## src/rtl/argon_alu_seq.sv

```systemverilog
// argon_alu_seq: sequences one ALU operation per request.
// For each request it loads the operands and opcode into the ALU over its bus,
// lets the ALU execute, and reads back the result and the flags. The result and
// flags are then returned on a valid/ready response channel.
// Optional feature macro: ARGON_ALUSEQ_FLAGS_LOAD_EN adds a flags preload step
// (LD_F) and the i_req_flags / i_req_load_f ports.

package argon_pkg;
    localparam int WORDSIZE = 16;

    localparam logic [3:0] ALU_ADD = 4'h0;
    localparam logic [3:0] ALU_ADC = 4'h1;
    localparam logic [3:0] ALU_SUB = 4'h2;
    localparam logic [3:0] ALU_SBC = 4'h3;
    localparam logic [3:0] ALU_AND = 4'h4;
    localparam logic [3:0] ALU_OR  = 4'h5;
    localparam logic [3:0] ALU_XOR = 4'h6;
    localparam logic [3:0] ALU_INC = 4'h8;
    localparam logic [3:0] ALU_DEC = 4'h9;
    localparam logic [3:0] ALU_CMP = 4'hA;

    localparam int F_CARRY = 0;
    localparam int F_ZERO  = 1;
endpackage

module argon_alu_seq
    import argon_pkg::*;
(
    input  logic                i_Clk,
    input  logic                i_Reset,
    input  logic                i_req_valid,
    output logic                o_req_ready,
    input  logic [3:0]          i_req_op,
    input  logic [WORDSIZE-1:0] i_req_a,
    input  logic [WORDSIZE-1:0] i_req_b,
`ifdef ARGON_ALUSEQ_FLAGS_LOAD_EN
    input  logic [WORDSIZE-1:0] i_req_flags,
    input  logic                i_req_load_f,
`endif
    output logic                o_rsp_valid,
    input  logic                i_rsp_ready,
    output logic [WORDSIZE-1:0] o_rsp_y,
    output logic [WORDSIZE-1:0] o_rsp_flags,
    output logic [WORDSIZE-1:0] o_bus_data,
    output logic                o_bus_valid,
    input  logic [WORDSIZE-1:0] i_bus_data,
    output logic                o_latchA,
    output logic                o_latchB,
    output logic                o_latchF,
    output logic                o_latchOp,
    output logic                o_outputY,
    output logic                o_outputF,
    output logic                o_busy
);

    typedef enum logic [2:0] {
        IDLE,
`ifdef ARGON_ALUSEQ_FLAGS_LOAD_EN
        LD_F,
`endif
        LD_A,
        LD_B,
        LD_OP,
        EXEC,
        RD_F,
        RESP
    } state_t;

    state_t              state;
    state_t              state_next;

    logic [3:0]          op_q;
    logic [WORDSIZE-1:0] a_q;
    logic [WORDSIZE-1:0] b_q;
`ifdef ARGON_ALUSEQ_FLAGS_LOAD_EN
    logic [WORDSIZE-1:0] flags_q;
    logic                load_f_q;
`endif
    logic [WORDSIZE-1:0] rsp_y_q;
    logic [WORDSIZE-1:0] rsp_flags_q;

    logic                accept;
    logic                is_unary;

    assign accept   = (state == IDLE) && i_req_valid;
    assign is_unary = (op_q == ALU_INC) || (op_q == ALU_DEC);

    assign o_rsp_y     = rsp_y_q;
    assign o_rsp_flags = rsp_flags_q;

    // State register; reset aborts any operation in progress immediately.
    always_ff @(posedge i_Clk or posedge i_Reset) begin
        if (i_Reset) begin
            state <= IDLE;
        end else begin
            state <= state_next;
        end
    end

    // Request fields are captured only on the IDLE handshake, so the requester may change them freely afterwards.
    always_ff @(posedge i_Clk or posedge i_Reset) begin
        if (i_Reset) begin
            op_q     <= '0;
            a_q      <= '0;
            b_q      <= '0;
`ifdef ARGON_ALUSEQ_FLAGS_LOAD_EN
            flags_q  <= '0;
            load_f_q <= 1'b0;
`endif
        end else if (accept) begin
            op_q     <= i_req_op;
            a_q      <= i_req_a;
            b_q      <= i_req_b;
`ifdef ARGON_ALUSEQ_FLAGS_LOAD_EN
            flags_q  <= i_req_flags;
            load_f_q <= i_req_load_f;
`endif
        end
    end

    // Result is read while the ALU drives Y during EXEC; flags are read one cycle later, after the ALU has updated them.
    always_ff @(posedge i_Clk or posedge i_Reset) begin
        if (i_Reset) begin
            rsp_y_q     <= '0;
            rsp_flags_q <= '0;
        end else begin
            if (state == EXEC) begin
                rsp_y_q <= i_bus_data;
            end
            if (state == RD_F) begin
                rsp_flags_q <= i_bus_data;
            end
        end
    end

    // Next-state and ALU control decode; each working state raises exactly one strobe.
    always_comb begin
        state_next  = state;
        o_req_ready = 1'b0;
        o_rsp_valid = 1'b0;
        o_bus_valid = 1'b0;
        o_bus_data  = '0;
        o_latchA    = 1'b0;
        o_latchB    = 1'b0;
        o_latchF    = 1'b0;
        o_latchOp   = 1'b0;
        o_outputY   = 1'b0;
        o_outputF   = 1'b0;
        o_busy      = 1'b1;

        case (state)
            IDLE: begin
                o_req_ready = 1'b1;
                o_busy      = 1'b0;
                if (i_req_valid) begin
`ifdef ARGON_ALUSEQ_FLAGS_LOAD_EN
                    state_next = i_req_load_f ? LD_F : LD_A;
`else
                    state_next = LD_A;
`endif
                end
            end
`ifdef ARGON_ALUSEQ_FLAGS_LOAD_EN
            LD_F: begin
                o_bus_valid = 1'b1;
                o_latchF    = 1'b1;
                o_bus_data  = flags_q;
                state_next  = LD_A;
            end
`endif
            LD_A: begin
                o_bus_valid = 1'b1;
                o_latchA    = 1'b1;
                o_bus_data  = a_q;
                state_next  = is_unary ? LD_OP : LD_B;
            end
            LD_B: begin
                o_bus_valid = 1'b1;
                o_latchB    = 1'b1;
                o_bus_data  = b_q;
                state_next  = LD_OP;
            end
            LD_OP: begin
                o_bus_valid = 1'b1;
                o_latchOp   = 1'b1;
                o_bus_data  = {12'h000, op_q};
                state_next  = EXEC;
            end
            EXEC: begin
                o_outputY  = 1'b1;
                state_next = RD_F;
            end
            RD_F: begin
                o_outputF  = 1'b1;
                state_next = RESP;
            end
            RESP: begin
                o_rsp_valid = 1'b1;
                if (i_rsp_ready) begin
                    state_next = IDLE;
                end
            end
            default: begin
                state_next = IDLE;
            end
        endcase
    end

endmodule

```

## config.mk

```make
export PLATFORM = sky130hd
export DESIGN_NAME = argon_alu_seq
export DESIGN_NICKNAME = d
export VERILOG_FILES = /design/src/rtl/argon_alu_seq.sv
export SDC_FILE = /design/constraint.sdc
export NUM_CORES = 1
export LEC_CHECK = 0
export ABC_CLOCK_PERIOD_IN_PS = 2100
export CAP_MARGIN = 0
export CORE_UTILIZATION = 35
export DETAILED_ROUTE_END_ITERATION = 6
export PLACE_DENSITY_LB_ADDON = 0.2
export SLEW_MARGIN = 20
export SYNTH_ARGS = -nofsm -noshare
export SYNTH_HDL_FRONTEND = slang
export SYNTH_SLANG_ARGS = --single-unit
```

## constraint.sdc

```tcl
create_clock -name i_Clk -period 2.1 [get_ports i_Clk]
set_input_delay 0.315 -clock i_Clk [delete_from_list [all_inputs] [get_ports i_Clk]]
set_output_delay 0.315 -clock i_Clk [all_outputs]
set_load 0.005 [all_outputs]
```

After elaboration in Yosys (flattened, before gate mapping)
Cells that the tools add are included.

Bits in registers: 71. Bits of input ports: 56. Output and inout port bits: 58. Word-level logic and storage cells: 35.

Eq/ne operators: 10. Muxes and demuxes: 14. Reductions and logical operators: 5.

Operator list (number): one-hot mux 16 bit (3 select lines) (1); one-hot mux 3 bit (7 select lines) (1); two-way mux 1 bit (10); == test 3 bit, second input constant (3); == test 4 bit, second input constant (2); == test 3 x 2 -> 1 bit, second input constant (2); two-way mux 3 bit (2); inequality test 2 bit, second input constant (2); == test 3 x 1 -> 1 bit, second input constant (1); zero test 3 bit (1); OR reduction 3 bit (1); AND reduction 2 bit (1); logical AND 1 bit (1); logical OR 1 bit (1).

Longest topological paths before layout
Gate-level depths: netlist (run 1).

Depth in word-level cells: 4. Mapped depth: 7. Gate-level depth less buffers: 4.

Worst setup path before layout (run 1)
No wires, ideal clock.

Kind: register to register. Start point: reg state[0]. End point: reg a_q[0]. Setup time: 125 ps. Arrival: 1625 ps. Required time: 1975 ps. Path slack: 350 ps. Stages on the path, launching flop included: 8. Buffers on the path: 3. Period minus slack after synthesis: 1750 ps. Cell sequence: dfrtp_1 > buf_6 > or3_4 > inv_2 > and2_4 > buf_12 > buf_12 > mux2_4.

Longest elaborated chain between the ends: 2.

Ends and longest elaborated chain: start, declared (line 69) `state_t state;`; start signal, assigned (line 96) `state <= state_next;`; zero test 3 bit (line 85) `assign accept = (state == IDLE) && i_req_valid;`; logical AND 1 bit (line 85); end signal, assigned (line 112) `a_q <= i_req_a;`; end, declared (line 73) `logic [WORDSIZE-1:0] a_q;`.

Every way passes these cells. A chain may end at the register's enable or synchronous reset.

Worst setup path after layout (run 1)
Start point: reg state[1]. End point: out o_latchA.

Longest elaborated chain between the ends: 2.

Ends and longest elaborated chain: == test 3 x 1 -> 1 bit (line 151) `case (state)`; two-way mux 1 bit (line 151); end, declared (line 47) `output logic o_latchA,`.

Every way passes these cells.

==> results_dict.tcl, run 1 <==
set metrics [dict create \
    synth_top_area_share_pct 56.8 \
    avgSynthCellArea_um2 15.5 \
    hold_path.class "in -> async" \
    gr-usage-all-layers_pct 14.6 \
    period_needed_ns 2.06 \
    fp.dieH_um 96.6 \
    total_power_mw 6.86 \
    path_max_fanout 8 \
    grt_overflow 0 \
    wire_per_inst_um 15.2 \
    drive_gt1_share_pct 37.7 \
    synth_area_leaders "dfrtp_1, mux2_2, mux2_4, a22o_1, buf_12" \
    core_area_um2 8680 \
    via_count 2071 \
    power.share.clock_pct 15.5 \
    fmax_ghz 0.485 \
    syn_inst 202 \
    swShare_pct 28.6 \
    synthAdderAreaFrac_pct 0 \
    cts_root_buffer "clkbuf_8" \
    die-area_um2 9320 \
    fillCellCount 782 \
    final_cells 440 \
    cts_tree "yes" \
    synth_compound_area_share_pct 5.48 \
    yosys.area.top_type "dfrtp_1" \
    cts.htree.levels 3 \
    diodes 0 \
    ant_nets 0 \
    cts-buffers-inserted 9 \
    grt_max_degree 72 \
    synth.distinct_cells 23 \
    status "complete, no violations" \
    grt_pass1_wl_mm 10.0 \
    combPwrFrac_pct 48.4 \
    clock-skew-final_ns 0.00719 \
    arrival_ns 1.75 \
    die_w_um 96.6 \
    synthesis.area_um2 3130 \
    hold_ws_ns 0.434 \
    ctsHoldBuffers 0 \
    rsz0062_at_grt "true" \
    cts.sinks 71 \
    p_sw_mw 1.96 \
    antenna_found_initial 0 \
    start_kind "flop" \
    yosys.area_share.simple_pct 3.24 \
    seqPwrFrac_pct 36.1 \
    fin_setup_tns_ns 0 \
    place_inst 422 \
    ir_drop_mv 0.596 \
    yosysWarningCount 0 \
    synth_top_family_by_area "multiplexers" \
    power_density_nw_per_um2 1490 \
    maxSlewViolCount 0 \
    maxCapViolCount 0 \
    critPathKind "reg -> out" \
    row_count 34 \
    setup_ws_ns 0.0399 \
    vias_per_cell 4.71 \
    io_pins 114 \
    final.period_utilization_pct 98.1 \
    port_buffers 112 \
    hold_violations 0 \
    grt_pass1_vias 1957 \
    wirelength_mm 6.70 \
    yosysSeqAreaShare_pct 56.8 \
    drt_iter0_drc 34 \
    layout.nets 383 \
    pre_cts_ws_ns 0.204 \
    routabilityCongestion 0.722 \
    p_leak_nw 2.05 \
    synth_nets 258 \
    synth-seq-cells 71 \
    cts_buffer_depth 2 \
    area.growth.synth_to_final_pct 46.8 \
    finalSetupViolations 0 \
    path_clk_slew_ns 0.07 \
    start_util_pct 36.1 \
    dr.pass1.iters 4 \
    power.internal_mw 4.90 \
    required_ns 1.78 \
    muxShareOfSynthArea_pct 29.5 \
    end_kind "primary output" \
    drc 0 \
    synth_xor_area_share_pct 0 \
    hpwl_mm 4.66 \
    insertion_delay_ns 0.34 \
]
metal layers:
metal | global-route usage (%) | wire length [µm]
met4 | 6.99 | 112
met1 | 19.5 | 3060
met2 | 21.7 | 2980
met3 | 4.38 | 544
met5 | 0 | 0
cells in the mapped netlist:
cell type and n:
dfrtp_1 71, mux2_2 42, mux2_4 30, a22o_1 12
nor2_1 8, a22oi_1 4, buf_12 4, buf_2 4
clkbuf_1 3, nand2_1 3, o21ai_0 3, a21o_1 2
and2_1 2, and2b_1 2, buf_6 2, inv_1 2
nor2b_1 2, a31oi_1 1, and2_4 1, buf_4 1
conb_1 1, inv_2 1, or3_4 1
cell type report:
class                           count  area, µm²  area share (%)
Sequential cell                    71       1780            38.7
Timing Repair Buffer              128       1250            27.1
Multi-Input combinational cell    114       1230            26.8
Clock buffer                       12        145            3.16
Tap cell                          108        135            2.94
Clock inverter                      4       45.0           0.980
Inverter                            3       15.0           0.327
placed cells by master (no fill, tap or decap), drive strengths merged, types with 4 or more instances in the layout:
master	netlist	routed
clkbuf	3	23
dfrtp	71	71
a22oi	4	4
nor2	8	8
buf	11	16
a22o	12	12
clkdlybuf4s50	0	92
mux2	72	72
worst paths after layout:
path / endpoint / depth (start not counted) / start / slack (ns)
max: o_latchA / 4 / state[1] / 0.04
min: o_rsp_y[13] / 3 / i_Reset / 0.43
max reg2reg: a_q[13] / 6 / state[0] / 0.26
min reg2reg: o_rsp_flags[15] / 1 / o_rsp_flags[15] / 0.50
max in group asynchronous: state[2] / 3 / i_Reset / 1.37
min in group i_Clk: o_rsp_flags[15] / 1 / o_rsp_flags[15] / 0.50
power by group through the flow:
stage	combinational (mW)	sequential, mW	clock (mW)
CTS	3.31	2.48	1.11
finish	3.32	2.48	1.06
detailed placement	3.39	2.49	0
global route	3.59	2.58	1.17
floorplan	1.85	2.43	0
global placement	3.34	2.48	0
per-stage QoR:
step	utilization (%)	area, µm²
2_1_floorplan	-	3130
3_3_place_gp	50.6	4390
3_5_place_dp	50.6	4390
4_1_cts	52.8	4580
5_1_grt	52.9	4590
6_report	52.9	4590
cell families after synthesis:
family | count (synthesis)
muxes | 72
DFF | 71
AOI/OAI and AO/OA | 22
and+or+nand+nor | 19
buffers and inverters | 17
other | 1
critical path, stage by stage (launching register included):
cell and delay [ns]:
dfrtp_1 0.40, nor2b_1 0.15, nor2b_2 0.17, buf_4 0.18, clkdlybuf4s50_1 0.51
sequential cells by signal (all words and copies together), names as in the netlist:
name / count
a_q: 16
b_q: 16
o_rsp_flags: 16
o_rsp_y: 16
op_q: 4
state: 3
what timing repair did:
action | CTS | global route
gates resized for setup | 22 | 38
setup endpoints to repair | 20 | 21
buffers inserted | 1 | 1
pin swaps | 0 | 2
No activity file was read; power rests on OpenSTA's default activity.
==> run 2: changes to the inputs <==
--- a/config.mk
+++ b/config.mk
@@ -7,7 +7,8 @@
 export LEC_CHECK = 0
 export ABC_CLOCK_PERIOD_IN_PS = 2100
 export CAP_MARGIN = 0
-export CORE_UTILIZATION = 35
+export CORE_UTILIZATION = 42
+export CTS_BUF_LIST = sky130_fd_sc_hd__clkbuf_4
 export DETAILED_ROUTE_END_ITERATION = 6
 export PLACE_DENSITY_LB_ADDON = 0.2
 export SLEW_MARGIN = 20
==> results_dict.tcl, run 2 (synthesized netlist as in run 1, its figures left out) <==
set metrics [dict create \
    drive_gt1_share_pct 39.3 \
    grt_pass1_vias 2092 \
    power.share.clock_pct 13.3 \
    end_kind "primary output" \
    clock-skew-final_ns 0.0209 \
    maxCapViolCount 0 \
    core_area_um2 7210 \
    vias_per_cell 4.76 \
    final_cell_mix "clkdlybuf4s50_1, dfrtp_1, mux2_2" \
    wl_met2_mm 3.00 \
    maxSlewViolCount 0 \
    p_leak_nw 2.03 \
    power_density_nw_per_um2 1480 \
    start_kind "flop" \
    critPathBufInv 4 \
    die-area_um2 7800 \
    wl_met3_um 502 \
    port_buffers 112 \
    wire_per_inst_um 15.2 \
    final.period_utilization_pct 102 \
    routabilityCongestion 0.801 \
    arrival_ns 1.82 \
    violations "negative setup slack" \
    fp.dieH_um 88.3 \
    layout.nets 384 \
    antenna_found_initial 0 \
    area.growth.synth_to_final_pct 44.4 \
    gr-usage-all-layers_pct 18.2 \
    start_util_pct 43.4 \
    drt_iter0_drc 28 \
    hold_path.class "in -> async" \
    p_sw_mw 2.02 \
    cp_slowest_cell "dfrtp_1" \
    via_count 2058 \
    place_inst 411 \
    dr.pass1.iters 3 \
    row_count 31 \
    grt_pass1_wl_mm 10.5 \
    final_core_util_pct 62.6 \
    top_layer_used "met4" \
    critPathTopFamily "buffers and inverters" \
    cts_root_buffer "clkbuf_4" \
    die_w_um 88.3 \
    cpPeakStageDelay_ns 0.44 \
    cts_tree "yes" \
    final_cells 432 \
    hold_violations 0 \
    critPathKind "reg -> out" \
    drc 0 \
    cts.sinks 71 \
    power.internal_mw 4.66 \
    status "complete, but fails checks" \
    path_clk_slew_ns 0.14 \
    rsz0062_at_grt "true" \
    path_max_fanout 5 \
    hpwl_mm 4.49 \
    total_power_mw 6.68 \
    fmax_ghz 0.469 \
    ir_drop_mv 0.646 \
    final_cell_area_um2 4520 \
    finalSetupViolations 2 \
    fin_setup_tns_ns -0.0404 \
    pre_cts_ws_ns 0.132 \
    grt_max_degree 72 \
    final_common_cell "clkdlybuf4s50_1" \
    setup_ws_ns -0.0323 \
    cts.htree.levels 3 \
    path_cells "buf_6 > buf_6 > buf_6 > mux2_4 > a22oi_2 > nor2_1 > buf_2" \
    swShare_pct 30.3 \
    hold_ws_ns 0.329 \
    period_needed_ns 2.13 \
    routedLengthMet1_mm 2.99 \
    insertion_delay_ns 0.41 \
    combPwrFrac_pct 49.4 \
    cts-buffers-inserted 9 \
    cts_buffer_depth 2 \
    seqPwrFrac_pct 37.3 \
    wirelength_mm 6.58 \
    io_pins 114 \
    diodes 0 \
    placed_area_um2 4360 \
    required_ns 1.78 \
    ant_nets 0 \
    grt_overflow 0 \
    cpMostUsedCell "buf_6" \
]
-- run 2: changes by cell type in the layout (fill, tap and decap cells not counted), sizes merged, moves of 2 or more --
cell           previous run  this run
dlymetal6s2s              3         1
buf                      16        19
dlygate4sd2               3         7
clkdlybuf4s50            92        87
inv                       2         5
-- run 2: metal layers --
layer  vias up  GRT usage [%]
li1        970              -
met1       997           24.2
met2        81           28.1
met3        10           5.13
met4         0           7.48
met5         -              0
-- run 2: final cells by class --
class	count	area, µm²
clock inverter	7	77.6
fill	606	2700
timing repair buffer	129	1230
tap	99	124
sequential	71	1780
multi-input combinational	114	1230
inverter	3	15.0
clock buffer	9	67.6
-- run 2: worst register-to-register path, cell delays in order, from the launching register on --
cell and delay [ns]:
dfrtp_1 0.43, buf_4 0.15, buf_4 0.15, or3_4 0.39, inv_2 0.07, and2_4 0.16
buf_12 0.21, mux2_2 0.36
-- run 2: worst paths after layout --
| kind | slack (ns) | to | from | cells past startpoint |
|---|---|---|---|---|
| max | -0.03 | o_bus_data[1] | state[1] | 7 |
| min in group i_Clk | 0.51 | b_q[2] | i_req_b[2] | 2 |
| max in group asynchronous | 1.45 | state[2] | i_Reset | 3 |
| max reg2reg | 0.08 | a_q[14] | state[0] | 7 |
| min reg2reg | 0.52 | o_rsp_flags[1] | o_rsp_flags[1] | 1 |
| min | 0.33 | o_rsp_flags[14] | i_Reset | 3 |
-- run 2: power groups by stage --
stage | Combinational [mW] | Sequential [mW] | Clock [mW]
after global routing | 3.57 | 2.58 | 0.989
final | 3.30 | 2.49 | 0.888
after global placement | 3.28 | 2.50 | 0
after CTS | 3.32 | 2.49 | 0.930
after floorplan | 1.85 | 2.43 | 0
after detailed placement | 3.35 | 2.51 | 0
-- run 2: what timing repair did --
action                                 4_1_cts  5_1_grt
setup endpoints to repair                   24       19
setup buffers                                5        0
pin swaps                                    3        3
gates resized for setup                     49       25
endpoints found under the hold margin        0        0
hold buffers                                 0        0
==> run 3: changes to the inputs <==
--- a/config.mk
+++ b/config.mk
@@ -7,10 +7,12 @@
 export LEC_CHECK = 0
 export ABC_CLOCK_PERIOD_IN_PS = 2100
 export CAP_MARGIN = 0
-export CORE_UTILIZATION = 42
+export CORE_UTILIZATION = 25
 export CTS_BUF_LIST = sky130_fd_sc_hd__clkbuf_4
 export DETAILED_ROUTE_END_ITERATION = 6
+export HOLD_SLACK_MARGIN = 0.03
 export PLACE_DENSITY_LB_ADDON = 0.2
+export RECOVER_POWER = 50
 export SLEW_MARGIN = 20
 export SYNTH_ARGS = -nofsm -noshare
 export SYNTH_HDL_FRONTEND = slang
==> results_dict.tcl, run 3 (synthesized netlist as in run 1, its figures left out) <==
set metrics [dict create \
    hpwl_mm 5.14 \
    ir_drop_mv 0.502 \
    cts_buffer_depth 2 \
    maxCapViolCount 0 \
    rsz0062_at_grt "true" \
    drt_iter0_drc 48 \
    start_kind "flop" \
    die_w_um 114 \
    via_count 2114 \
    grt_pass1_wl_mm 12.3 \
    critPathKind "reg -> out" \
    cts.htree.levels 3 \
    p_leak_nw 2.11 \
    path_clk_slew_ns 0.13 \
    final_cell_area_um2 4730 \
    status "complete, but fails checks" \
    total_power_mw 7.00 \
    grt_pass1_vias 2229 \
    maxSlewViolCount 0 \
    wirelength_mm 7.62 \
    setup_ws_ns -0.107 \
    path_cells "and2b_1 > and2b_2 > buf_6 > buf_8 > a22o_1 > buf_2" \
    placed_area_um2 4470 \
    final_cell_mix "clkdlybuf4s50_1, dfrtp_1, mux2_2" \
    drive_gt1_share_pct 42.5 \
    arrival_ns 1.89 \
    cpPeakStageDelay_ns 0.46 \
    row_count 40 \
    end_kind "primary output" \
    routabilityCongestion 0.697 \
    clock-skew-final_ns 0.0205 \
    core_area_um2 12100 \
    port_buffers 112 \
    vias_per_cell 4.11 \
    fp.dieH_um 114 \
    hold_violations 0 \
    layout.nets 397 \
    required_ns 1.78 \
    period_needed_ns 2.21 \
    place_inst 482 \
    multiInputGateArea_um2 1230 \
    dr.pass1.iters 2 \
    start_util_pct 25.8 \
    cp_slowest_cell "dfrtp_2" \
    antenna_found_initial 0 \
    gr-usage-all-layers_pct 12.7 \
    fin_setup_tns_ns -1.19 \
    power_density_nw_per_um2 1480 \
    wire_per_inst_um 14.8 \
    violations "negative setup slack" \
    final_common_cell "clkdlybuf4s50_1" \
    hold_ws_ns 0.478 \
    critPathBufInv 3 \
    critPathTopFamily "flip-flops" \
    relSlewSlack_pct 33.6 \
    io_pins 114 \
    finalSetupViolations 14 \
    final_core_util_pct 39.1 \
    cts.sinks 71 \
    cts_root_buffer "clkbuf_4" \
    insertion_delay_ns 0.44 \
    ctsHoldBuffers 0 \
    regArea_um2 1780 \
    pre_cts_ws_ns 0.0861 \
    path_max_fanout 6 \
    final.period_utilization_pct 105 \
    fillCellCount 1251 \
    cts_tree "yes" \
    hold_path.class "in -> reg" \
    final_cells 514 \
    die-area_um2 13000 \
    worstMarginPinSlew_ns 0.996 \
    grt_overflow 0 \
    area.growth.synth_to_final_pct 51.2 \
    cts-buffers-inserted 9 \
    drc 0 \
    ant_nets 0 \
    grt_max_degree 72 \
    fmax_ghz 0.453 \
    diodes 0 \
]
-- run 3: changes by cell type in the layout (fill, tap and decap cells not counted), moves of 3 or more --
cell	before	now
buf_2	2	16
clkbuf_2	13	3
dlygate4sd2_1	7	0
buf_4	8	14
buf_6	6	10
inv_6	3	0
-- run 3: report_power, final --
part	leakage [nW]	internal (mW)	switching, mW
Sequential	0.833	2.08	0.416
Combinational	1.20	2.38	1.15
Clock	0.0770	0.472	0.500
Total	2.11	4.93	2.07
-- run 3: worst register-to-register path: stages (launching register included) --
cell and delay (ns):
dfrtp_2 0.45, clkbuf_1 0.16, or3_4 0.42, inv_2 0.06
and2_4 0.26, buf_4 0.24, mux2_4 0.32
-- run 3: final cells by class --
type / count / share of cell area [%]
sequential: 71 / 37.6
timing repair buffer: 142 / 28.4
multi-input combinational: 114 / 25.9
tap: 168 / 4.44
clock inverter: 7 / 1.85
clock buffer: 9 / 1.43
inverter: 3 / 0.317
-- run 3: worst paths after layout --
kind                                       from         endpoint  cells past startpoint  slack [ns]
worst max register to register         state[0]           a_q[5]                      6        0.08
worst min-delay path                 i_req_a[1]           a_q[1]                      2        0.48
max in group asynchronous               i_Reset         state[1]                      3        0.72
min in group asynchronous               i_Reset           a_q[1]                      3        0.71
worst max-delay path                   state[1]    o_bus_data[5]                      6       -0.11
worst min register to register  o_rsp_flags[15]  o_rsp_flags[15]                      1        0.51
-- run 3: what timing repair did --
item / in CTS / in global routing
gates resized for setup: 92 / 13
hold endpoints to repair: 0 / 0
gates cloned: 1 / 0
setup buffers: 12 / 3
setup endpoints to repair: 23 / 23
pin swaps: 15 / 5
-- run 3: metal layers --
metal	vias up	part of all wire, %	global-route usage, %
li1	996	-	-
met5	-	0	0
met1	1017	46	16.5
met4	0	1.8	5.45
met3	13	8.4	5.21
met2	88	43	18.4
